===== src/rtl/gcd_pkg.sv =====
// Shared types and defaults for the GCD core scheduler.
// Holds the FSM encoding, the default operand width and the watchdog default.
package gcd_pkg;

   typedef enum logic [1:0] {
      ST_IDLE = 2'd0,
      ST_LOAD = 2'd1,
      ST_RUN  = 2'd2,
      ST_RESP = 2'd3
   } state_e;

   localparam int DEF_WIDTH = 8;

   // Subtraction Euclid needs at most about 2**width steps; the margin covers load and handoff.
   function automatic int tmo_default(input int width);
      return 2 * (2 ** width) + 8;
   endfunction

endpackage


===== src/rtl/gcd_scheduler_if.sv =====
// Requester-side bus of the GCD scheduler: level requests with operands in, grant pulse with result out.
// Handshake: a requester holds req[i] and its operand slices until it sees gnt[i] for one cycle; vld, gcd_out and err are meaningful only in that same cycle.
interface gcd_scheduler_if #(
   parameter int NREQ  = 4,
   parameter int WIDTH = 8
);
   logic [NREQ-1:0]       req;
   logic [NREQ*WIDTH-1:0] xin;
   logic [NREQ*WIDTH-1:0] yin;
   logic [NREQ-1:0]       gnt;
   logic                  vld;
   logic [WIDTH-1:0]      gcd_out;
   logic                  err;

   modport master (output req, xin, yin, input gnt, vld, gcd_out, err);
   modport slave  (input req, xin, yin, output gnt, vld, gcd_out, err);
endinterface


===== src/rtl/gcd_scheduler_rr_pick.sv =====
// Combinational round-robin priority encoder: first set request at or after ptr, wrapping.
// any is low when no request is set; idx is then 0.
module rr_pick #(
   parameter int NREQ = 4,
   parameter int IW   = $clog2(NREQ)
) (
   input  logic [NREQ-1:0] req,
   input  logic [IW-1:0]   ptr,
   output logic [IW-1:0]   idx,
   output logic            any
);

   // Scan from the farthest offset down so the nearest set bit is the last to assign.
   always_comb begin
      idx = '0;
      any = 1'b0;
      for (int off = NREQ - 1; off >= 0; off--) begin
         if (req[(int'(ptr) + off) % NREQ]) begin
            idx = IW'((int'(ptr) + off) % NREQ);
            any = 1'b1;
         end
      end
   end

endmodule


===== src/rtl/gcd_scheduler.sv =====
// Shares one GCD core between NREQ requesters: round-robin pick, operand latch, core sequencing,
// zero bypass, watchdog and a one-cycle grant pulse carrying the result.
module gcd_scheduler
   import gcd_pkg::*;
#(
   parameter int NREQ  = 4,
   parameter int WIDTH = DEF_WIDTH,
   parameter int TMO   = tmo_default(WIDTH)
) (
   input  logic                clk,
   input  logic                clr_n,
   gcd_scheduler_if.slave      bus,
   output logic                core_clr,
   output logic                core_go,
   output logic [WIDTH-1:0]    core_x,
   output logic [WIDTH-1:0]    core_y,
   input  logic                core_done,
   input  logic [WIDTH-1:0]    core_gcd,
   output state_e              dbg_state
);

   localparam int IW  = $clog2(NREQ);
   localparam int WDW = WIDTH + 2;
   localparam logic [WDW-1:0] WD_LIM = WDW'(TMO - 1);

   state_e            state_q, state_d;
   logic [IW-1:0]     ptr_q, ptr_d;
   logic [IW-1:0]     idx_q, idx_d;
   logic [WIDTH-1:0]  x_q, x_d;
   logic [WIDTH-1:0]  y_q, y_d;
   logic [WDW-1:0]    wd_q, wd_d;
   logic [NREQ-1:0]   gnt_q, gnt_d;
   logic              vld_q, vld_d;
   logic [WIDTH-1:0]  gcd_out_q, gcd_out_d;
   logic              err_q, err_d;
   logic              core_go_q, core_go_d;
   logic              core_clr_q, core_clr_d;

   logic [IW-1:0]     pick_idx;
   logic              pick_any;
   logic              resp_go;
   logic [WIDTH-1:0]  resp_val;
   logic              resp_err;

   rr_pick #(.NREQ(NREQ), .IW(IW)) u_pick (
      .req (bus.req),
      .ptr (ptr_q),
      .idx (pick_idx),
      .any (pick_any)
   );

   // Response outputs are computed on entry to RESP so they are registered yet coincide with it.
   always_comb begin
      state_d   = state_q;
      ptr_d     = ptr_q;
      idx_d     = idx_q;
      x_d       = x_q;
      y_d       = y_q;
      wd_d      = wd_q;
      gnt_d     = '0;
      vld_d     = 1'b0;
      gcd_out_d = '0;
      err_d     = 1'b0;
      resp_go   = 1'b0;
      resp_val  = '0;
      resp_err  = 1'b0;

      case (state_q)
         ST_IDLE: begin
            if (pick_any) begin
               idx_d   = pick_idx;
               x_d     = bus.xin[pick_idx*WIDTH +: WIDTH];
               y_d     = bus.yin[pick_idx*WIDTH +: WIDTH];
               state_d = ST_LOAD;
            end
         end
         ST_LOAD: begin
            wd_d = '0;
            if (x_q == '0 || y_q == '0) begin
               resp_go  = 1'b1;
               resp_val = (x_q == '0) ? y_q : x_q;
            end else begin
               state_d = ST_RUN;
            end
         end
         ST_RUN: begin
            if (wd_q != '1) wd_d = wd_q + WDW'(1);
            if (core_done) begin
               resp_go  = 1'b1;
               resp_val = core_gcd;
            end else if (wd_q >= WD_LIM) begin
               resp_go  = 1'b1;
               resp_err = 1'b1;
            end
         end
         ST_RESP: begin
            ptr_d   = (idx_q == IW'(NREQ - 1)) ? '0 : idx_q + IW'(1);
            state_d = ST_IDLE;
         end
         default: state_d = ST_IDLE;
      endcase

      if (resp_go) begin
         state_d = ST_RESP;
         if (bus.req[idx_q]) begin
            gnt_d[idx_q] = 1'b1;
            vld_d        = 1'b1;
            gcd_out_d    = resp_val;
            err_d        = resp_err;
         end
      end

      core_clr_d = (state_d != ST_RUN);
      core_go_d  = (state_d == ST_RUN);
   end

   always_ff @(posedge clk) begin
      if (!clr_n) begin
         state_q    <= ST_IDLE;
         ptr_q      <= '0;
         idx_q      <= '0;
         x_q        <= '0;
         y_q        <= '0;
         wd_q       <= '0;
         gnt_q      <= '0;
         vld_q      <= 1'b0;
         gcd_out_q  <= '0;
         err_q      <= 1'b0;
         core_go_q  <= 1'b0;
         core_clr_q <= 1'b1;
      end else begin
         state_q    <= state_d;
         ptr_q      <= ptr_d;
         idx_q      <= idx_d;
         x_q        <= x_d;
         y_q        <= y_d;
         wd_q       <= wd_d;
         gnt_q      <= gnt_d;
         vld_q      <= vld_d;
         gcd_out_q  <= gcd_out_d;
         err_q      <= err_d;
         core_go_q  <= core_go_d;
         core_clr_q <= core_clr_d;
      end
   end

   assign bus.gnt     = gnt_q;
   assign bus.vld     = vld_q;
   assign bus.gcd_out = gcd_out_q;
   assign bus.err     = err_q;
   assign core_clr    = core_clr_q;
   assign core_go     = core_go_q;
   assign core_x      = x_q;
   assign core_y      = y_q;
   assign dbg_state   = state_q;

endmodule

===== src/flat_wrapper.sv =====
// flat-port wrapper written by rule: the top's interface ports become plain ports
module gcd_scheduler_flat import gcd_pkg::*;
#(
   parameter int NREQ  = 4,
   parameter int WIDTH = DEF_WIDTH,
   parameter int TMO   = tmo_default(WIDTH)
)
  (clk, clr_n, core_clr, core_go, core_x, core_y, core_done, core_gcd, dbg_state, bus_req, bus_xin, bus_yin, bus_gnt, bus_vld, bus_gcd_out, bus_err);
  gcd_scheduler_if #(.NREQ(NREQ), .WIDTH(WIDTH)) bus_i ();
  input  logic clk;
  input  logic clr_n;
  output logic core_clr;
  output logic core_go;
  output logic [WIDTH-1:0] core_x;
  output logic [WIDTH-1:0] core_y;
  input  logic core_done;
  input  logic [WIDTH-1:0] core_gcd;
  output state_e dbg_state;
  input wire logic [$bits(bus_i.req)-1:0] bus_req;
  input wire logic [$bits(bus_i.xin)-1:0] bus_xin;
  input wire logic [$bits(bus_i.yin)-1:0] bus_yin;
  output wire logic [$bits(bus_i.gnt)-1:0] bus_gnt;
  output wire logic [$bits(bus_i.vld)-1:0] bus_vld;
  output wire logic [$bits(bus_i.gcd_out)-1:0] bus_gcd_out;
  output wire logic [$bits(bus_i.err)-1:0] bus_err;
  assign bus_i.req = bus_req;
  assign bus_i.xin = bus_xin;
  assign bus_i.yin = bus_yin;
  assign bus_gnt = bus_i.gnt;
  assign bus_vld = bus_i.vld;
  assign bus_gcd_out = bus_i.gcd_out;
  assign bus_err = bus_i.err;
  gcd_scheduler #(.NREQ(NREQ), .WIDTH(WIDTH), .TMO(TMO)) u_core (.clk(clk), .clr_n(clr_n), .bus(bus_i), .core_clr(core_clr), .core_go(core_go), .core_x(core_x), .core_y(core_y), .core_done(core_done), .core_gcd(core_gcd), .dbg_state(dbg_state));
endmodule

===== config.mk =====
export PLATFORM = sky130hd
export DESIGN_NAME = gcd_scheduler_flat
export DESIGN_NICKNAME = d
export VERILOG_FILES = /design/src/rtl/gcd_pkg.sv /design/src/rtl/gcd_scheduler_if.sv /design/src/rtl/gcd_scheduler_rr_pick.sv /design/src/rtl/gcd_scheduler.sv /design/src/flat_wrapper.sv
export SDC_FILE = /design/constraint.sdc
export NUM_CORES = 1
export LEC_CHECK = 0
export CAP_MARGIN = 10
export CORE_ASPECT_RATIO = 1.5
export CORE_MARGIN = 5
export CORE_UTILIZATION = 38
export CTS_CLUSTER_SIZE = 8
export DETAILED_ROUTE_END_ITERATION = 6
export GPL_TIMING_DRIVEN = 0
export HOLD_SLACK_MARGIN = 0.08
export PLACE_DENSITY_LB_ADDON = 0.08
export SKIP_LAST_GASP = 1
export SYNTH_ARGS = -nofsm -noshare
export SYNTH_HDL_FRONTEND = slang
export SYNTH_SLANG_ARGS = --single-unit

===== constraint.sdc =====
create_clock -name clk -period 1.8 [get_ports clk]
set_input_delay 0.27 -clock clk [delete_from_list [all_inputs] [get_ports clk]]
set_output_delay 0.27 -clock clk [all_outputs]
set_load 0.03 [all_outputs]

=== Word level (Yosys, flattened, before mapping) ===
Cells that the tools add are included.

* Add/sub/neg operators: 5
* $lt $le $gt $ge: 7
* Equality and inequality tests: 8
* Shift operators: 2
* Multiplexer cells: 39
* Bitwise logic cells: 7
* Reductions and logical operators: 14

{| class="wikitable"
|+ Operators by type and width
! cell !! count
|-
| $shiftx 32x6->8 || 2
|-
| $mux 8 || 3
|-
| $pmux 10 s2 || 1
|-
| $mux 1 || 17
|-
| $logic_not 8->1 || 2
|-
| $mux 2 || 8
|-
| $pmux 8 s2 || 1
|-
| $lt 3x4->1 const B || 3
|-
| $add 10x1->10 const B || 1
|-
| $bmux 1 s2 || 5
|-
| $ge 10x10->1 const B || 1
|-
| $mux 10 || 1
|-
| $ne 10x10->1 const B || 1
|-
| $eq 2x2->1 const B || 4
|-
| $lt 2x3->1 const B || 2
|-
| $pmux 2 s3 || 1
|-
| $reduce_and 2->1 || 3
|-
| $reduce_or 2->1 || 3
|-
| $reduce_or 5->1 || 1
|-
| $add 2x1->2 const B || 2
|-
| $add 2x2->2 const B || 2
|-
| $not 1->1 || 4
|-
| $and 1x1->1 const A || 3
|-
| $reduce_and 3->1 || 1
|-
| 10 further kinds || 10
|}

* Bits in registers: 48
* Input bits: 79
* Output and inout port bits: 34

=== Logic depth before layout (Yosys ltp) ===
* Word-level depth: 14
* Mapped depth: 8
* Mapped depth without buffers: 7

=== Cells and area by module ===
Synthesis repeated with hierarchy kept, for this count alone.

* Cells, all modules: 266
* Area total of the unflattened synthesis: 2504.9 um^2

{| class="wikitable"
|+ Modules (own cells, without submodules)
! module !! times used !! cells an instance !! area each (um^2) !! sequential area each (um^2)
|-
| gcd_scheduler || 1 || 253 || 2427.3 || 960.9
|-
| rr_pick || 1 || 13 || 77.6 || 0.0
|}

=== Worst setup path before layout ===
OpenSTA, ideal clock, no wires.

* Path type: flip-flop to flip-flop
* Start point: register u_core.state_q[0], in the netlist u_core.dbg_state[0]
* End point: register u_core.core_clr_q, in the netlist u_core.core_clr
* Library setup time: 127 ps
* Data arrival time: 1948 ps
* Required time: 1673 ps
* Setup slack: -275 ps
* Stages on the path, launching flop included: 8
* Buffers on the path: 1
* Period minus slack after synthesis: 2075 ps
* Cells stage by stage: dfxtp_1 inv_1 ha_1 and2_1 clkbuf_1 nor2_1 nand2_1 or3_1

* Longest elaborated chain between the ends: 4

{| class="wikitable"
|+ RTL lines
! element !! line !! source
|-
| from (decl) || gcd_scheduler.sv:26 || <nowiki>state_e state_q, state_d;</nowiki>
|-
| from (signal assigned) || gcd_scheduler.sv:132 || <nowiki>state_q <= state_d;</nowiki>
|-
| $eq 2x2->1, or another cell as far along || gcd_scheduler.sv:68 || <nowiki>case (state_q)</nowiki>
|-
| $pmux 2 s3 / $pmux 1 s2 (equally long branches) || gcd_scheduler.sv:68 ||
|-
| $mux 2 (*) || gcd_scheduler.sv:103 || <nowiki>if (resp_go) begin</nowiki>
|-
| $ne 2x2->1 (*) || gcd_scheduler.sv:113 || <nowiki>core_clr_d = (state_d != ST_RUN);</nowiki>
|-
| to (signal assigned) || gcd_scheduler.sv:143 || <nowiki>core_clr_q <= core_clr_d;</nowiki>
|-
| to (decl) || gcd_scheduler.sv:37 || <nowiki>logic core_clr_q, core_clr_d;</nowiki>
|}

Every way passes the cells marked *; elsewhere a longest branch is shown, timed or not.
A chain may end at the register's enable or synchronous reset.

=== Final worst setup path ===
* Start point: register u_core.wd_q[0]
* End point: register u_core.wd_q[5]

* Longest elaborated chain between the ends: 3

{| class="wikitable"
|+ RTL lines
! element !! line !! source
|-
| from (decl) || gcd_scheduler.sv:31 || <nowiki>logic [WDW-1:0] wd_q, wd_d;</nowiki>
|-
| from (signal assigned) || gcd_scheduler.sv:137 || <nowiki>wd_q <= wd_d;</nowiki>
|-
| $add 10x1->10 / $ne 10x10->1 (equally long branches) || gcd_scheduler.sv:87 || <nowiki>if (wd_q != '1) wd_d = wd_q + WDW'(1);</nowiki>
|-
| $mux 10 / $ne 2x1->1 (equally long branches) || -- ||
|-
| $pmux 10 s2 / $reduce_and 2->1 (equally long branches) || -- ||
|}

Several ways; a longest one is shown, not always the timed one. The select of a mux whose other input is x is not followed.

==> results.json <==
{
  "outcome": "completed",
  "gp_congestion": 0.807,
  "crit_path_start": "u_core.wd_q[0]",
  "clk_pin_slew_ns": 0.09,
  "rsz0062_at_grt": "yes",
  "worst_slack_ns": 0.0639,
  "gr-total-overflow": 0,
  "p_clk_share_pct": 17.7,
  "place_ws_ns": -0.402,
  "wl_per_cell_um": 15.6,
  "p_leak_nw": 1.52,
  "grt_util_all_layers_pct": 17.2,
  "n_antenna_cell": 0,
  "power_density_nw_per_um2": 1090,
  "fin_setup_tns_ns": 0,
  "start_util_pct": 38.9,
  "grt_pass1_vias": 2489,
  "clock-root-buffer": "clkbuf_8",
  "fin_util_pct": 62.1,
  "critical_path_arrival_ns": 1.96,
  "clock_path_buffers": 2,
  "muxShareOfSynthArea_pct": 15.2,
  "p_sw_mw": 1.69,
  "fp.dieW_um": 76.6,
  "syn_inst": 263,
  "std_cell_rows": 36,
  "crit_path_start_kind": "flip-flop",
  "async_flop_share_pct": 0,
  "synth_xor_area_share_pct": 0.694,
  "grt_max_degree": 15,
  "fin_nets": 479,
  "skew_ns": 0.00646,
  "hold_violations": 0,
  "ctsHoldBuffers": 0,
  "synth-seq-area-share_pct": 38.1,
  "max_freq_mhz": 576,
  "worstSetupEndpointType": "flip-flop",
  "post-route-min-period_ns": 1.74,
  "synth.distinct_cells": 46,
  "syn_area_um2": 2520,
  "setup_viol": 0,
  "pin_count": 113,
  "yosys.area_share.simple_pct": 17.5,
  "layout-drive-gt1-share_pct": 12.5,
  "ant_nets": 0,
  "cts_tree": "yes",
  "synth_top_family_by_area": "compound AO/OA/AOI/OAI gates",
  "path_class": "reg -> reg",
  "io_buffers": 112,
  "drt_iter0_drc": 78,
  "r2r-start": "u_core.wd_q[0]",
  "hpwl_mm": 5.81,
  "numCtsBuffers": 5,
  "slew_headroom_pct": 68.2,
  "critPathRequiredTime_ns": 2.03,
  "swShare_pct": 38.7,
  "area_delta_synth_final_pct": 59.4,
  "period_share_pct": 96.4,
  "syn_area_per_cell_um2": 9.60,
  "via_per_inst": 5.14,
  "slew_violations": 0,
  "synth_edf_count": 0,
  "slowest_stage": "dfxtp_1",
  "fp.dieH_um": 110,
  "ys_warn_count": 0,
  "critPathBufInv": 1,
  "synth_compound_area_share_pct": 19.8,
  "combPwrFrac_pct": 49.1,
  "synth_nets": 351,
  "vias": 2405,
  "min_path_type": "in -> reg",
  "cp_max_fo": 10,
  "drtPass1Iterations": 4,
  "antenna_found_initial": 0,
  "dieArea_um2": 8410,
  "synthAdderAreaFrac_pct": 4.46,
  "n_fill_cell": 563,
  "cts_max_level": 2,
  "cpLargestDelayFamily": "compound AO/OA/AOI/OAI gates",
  "tightest_slew_ns": 0.473,
  "drc_errors": 0,
  "routed_wl_mm": 7.32,
  "maxCapViolCount": 0,
  "crit_path_cell_trace": "ha_1, and3_2, a41oi_2, buf_4, a21oi_1, o21ai_0, a21boi_0",
  "synthFlopType": "dfxtp_1",
  "clock_sinks": 48,
  "grt_first_pass_wirelength_mm": 11.6,
  "internal_power_mw": 2.69,
  "ys_seq_elements": 48,
  "vdd_drop_max_v": 0.000652,
  "cpPeakStageDelay_ns": 0.41,
  "fp.coreArea_um2": 6490,
  "clk_latency_ns": 0.30,
  "pwr-share-seq_pct": 33.2,
  "min_from": "bus_req[2]"
}
## kinds of logic (layout without fill, tap and decap cells)
kind of cell,count (synthesis),in the layout
AND/OR/NAND/NOR,83,83
flip-flops,48,48
buffers and inverters,22,151
XOR/XNOR,2,2
adder cells (fa/ha/maj),9,9
multiplexers,37,37
AO/OA/AOI/OAI,62,62
## power by group through the flow
stage / combinational (mW) / clock, mW / sequential [mW]
after floorplan: 0.997 / 0 / 1.72
after CTS: 2.07 / 0.793 / 1.46
final: 2.15 / 0.773 / 1.46
after global routing: 2.33 / 0.836 / 1.49
after global placement: 1.99 / 0 / 1.47
after detailed placement: 2.00 / 0 / 1.48
## final cells by class
cell class,instances,area [µm²],share of cell area (%)
Clock buffer,6,72.6,1.80
Sequential cell,48,965,24.0
Inverter,12,45.0,1.12
Buffer,9,73.8,1.83
Timing Repair Buffer,122,1200,29.9
Tap cell,76,95.1,2.36
Clock inverter,2,35.0,0.870
Multi-Input combinational cell,193,1540,38.2
## metal layers
layer | GRT usage, % | wire (µm) | up-vias
met1 | 16.8 | 2610 | 1089
met2 | 33.8 | 4000 | 83
li1 | - | - | 1224
met4 | 5.25 | 96 | 0
met5 | 0 | 0 | -
met3 | 5.66 | 619 | 9
## worst paths after layout
| path | endpoint | slack (ns) | cells past startpoint |
|---|---|---|---|
| max reg2reg | u_core.wd_q[5] | 0.06 | 7 |
| min reg2reg | u_core.core_y[7] | 0.53 | 2 |
| min | u_core.idx_q[0] | 0.46 | 4 |
| max | u_core.wd_q[5] | 0.06 | 7 |
## what timing repair did
| action | 4_1_cts | 5_1_grt |
|---|---|---|
| cloned | 0 | 0 |
| setup endpoints to repair | 21 | 27 |
| gates resized for setup | 6 | 18 |
| setup buffers | 5 | 5 |
| pin swaps | 4 | 2 |
## layout by cell type, fill, tap and decap left out, types with 8 or more instances in the layout
master           netlist  final
nor2_1                17     16
mux2i_1               36     35
buf_4                  2     12
o221ai_1              16     16
a2bb2oi_1              8      8
dfxtp_1               48     47
nand2_1               28     28
inv_1                 12     12
a21oi_1               14     14
clkdlybuf4s50_1        0    108
## flip-flops by register name (all words and copies together) (netlist names)
register	cells
u_core.bus.vld	1
u_core.ptr_q	2
u_core.idx_q	2
u_core.core_clr	1
u_core.bus.gcd_out	8
u_core.core_y	8
u_core.dbg_state	2
u_core.core_x	8
u_core.core_go	1
u_core.wd_q	10
u_core.bus.gnt	4
u_core.bus.err	1
## synth_stat cells (2+ instances only)
cell type,number,area (µm²)
o21ai_0,5,25.0
a311oi_1,2,17.5
a211oi_1,4,30.0
and2_1,7,43.8
mux2i_1,36,360
dfxtp_1,48,961
or4_4,2,22.5
buf_4,2,15.0
nor3_1,2,10.0
inv_1,12,45.0
a21boi_0,2,15.0
nand2b_1,2,12.5
nand3_1,2,10.0
nand4_1,2,12.5
and3_1,4,25.0
nor2b_1,5,31.3
xor2_1,2,17.5
clkbuf_1,2,7.51
o221ai_1,16,140
nor4_1,2,12.5
a2bb2oi_1,8,70.1
buf_6,2,22.5
ha_1,9,113
a21oi_1,14,70.1
a41oi_1,2,17.5
buf_2,3,15.0
or4_1,3,22.5
nor2_1,17,63.8
nand2_1,28,105
a21oi_4,2,32.5
## metrics by stage
stage / cell area, µm² / std cells / hold slack [ns] / power [mW]
after floorplan: 2530 / 263 / 0.346 / 2.72
after CTS: 3920 / 463 / 0.528 / 4.32
after global routing: 4030 / 468 / 0.523 / 4.66
final: 4030 / 468 / 0.456 / 4.38
after detailed placement: 3750 / 451 / 0.505 / 3.48
after global placement: 3750 / 451 / 0.510 / 3.46
## worst reg2reg max path, delay by kind of cell, from the launching register on
family,cells,cell delay (ns)
flops,1,0.41
compound gates,4,0.59
simple gates,1,0.24
fa+ha+maj,1,0.23
buf+inv,1,0.19
Power figures use the tool's default switching activity.
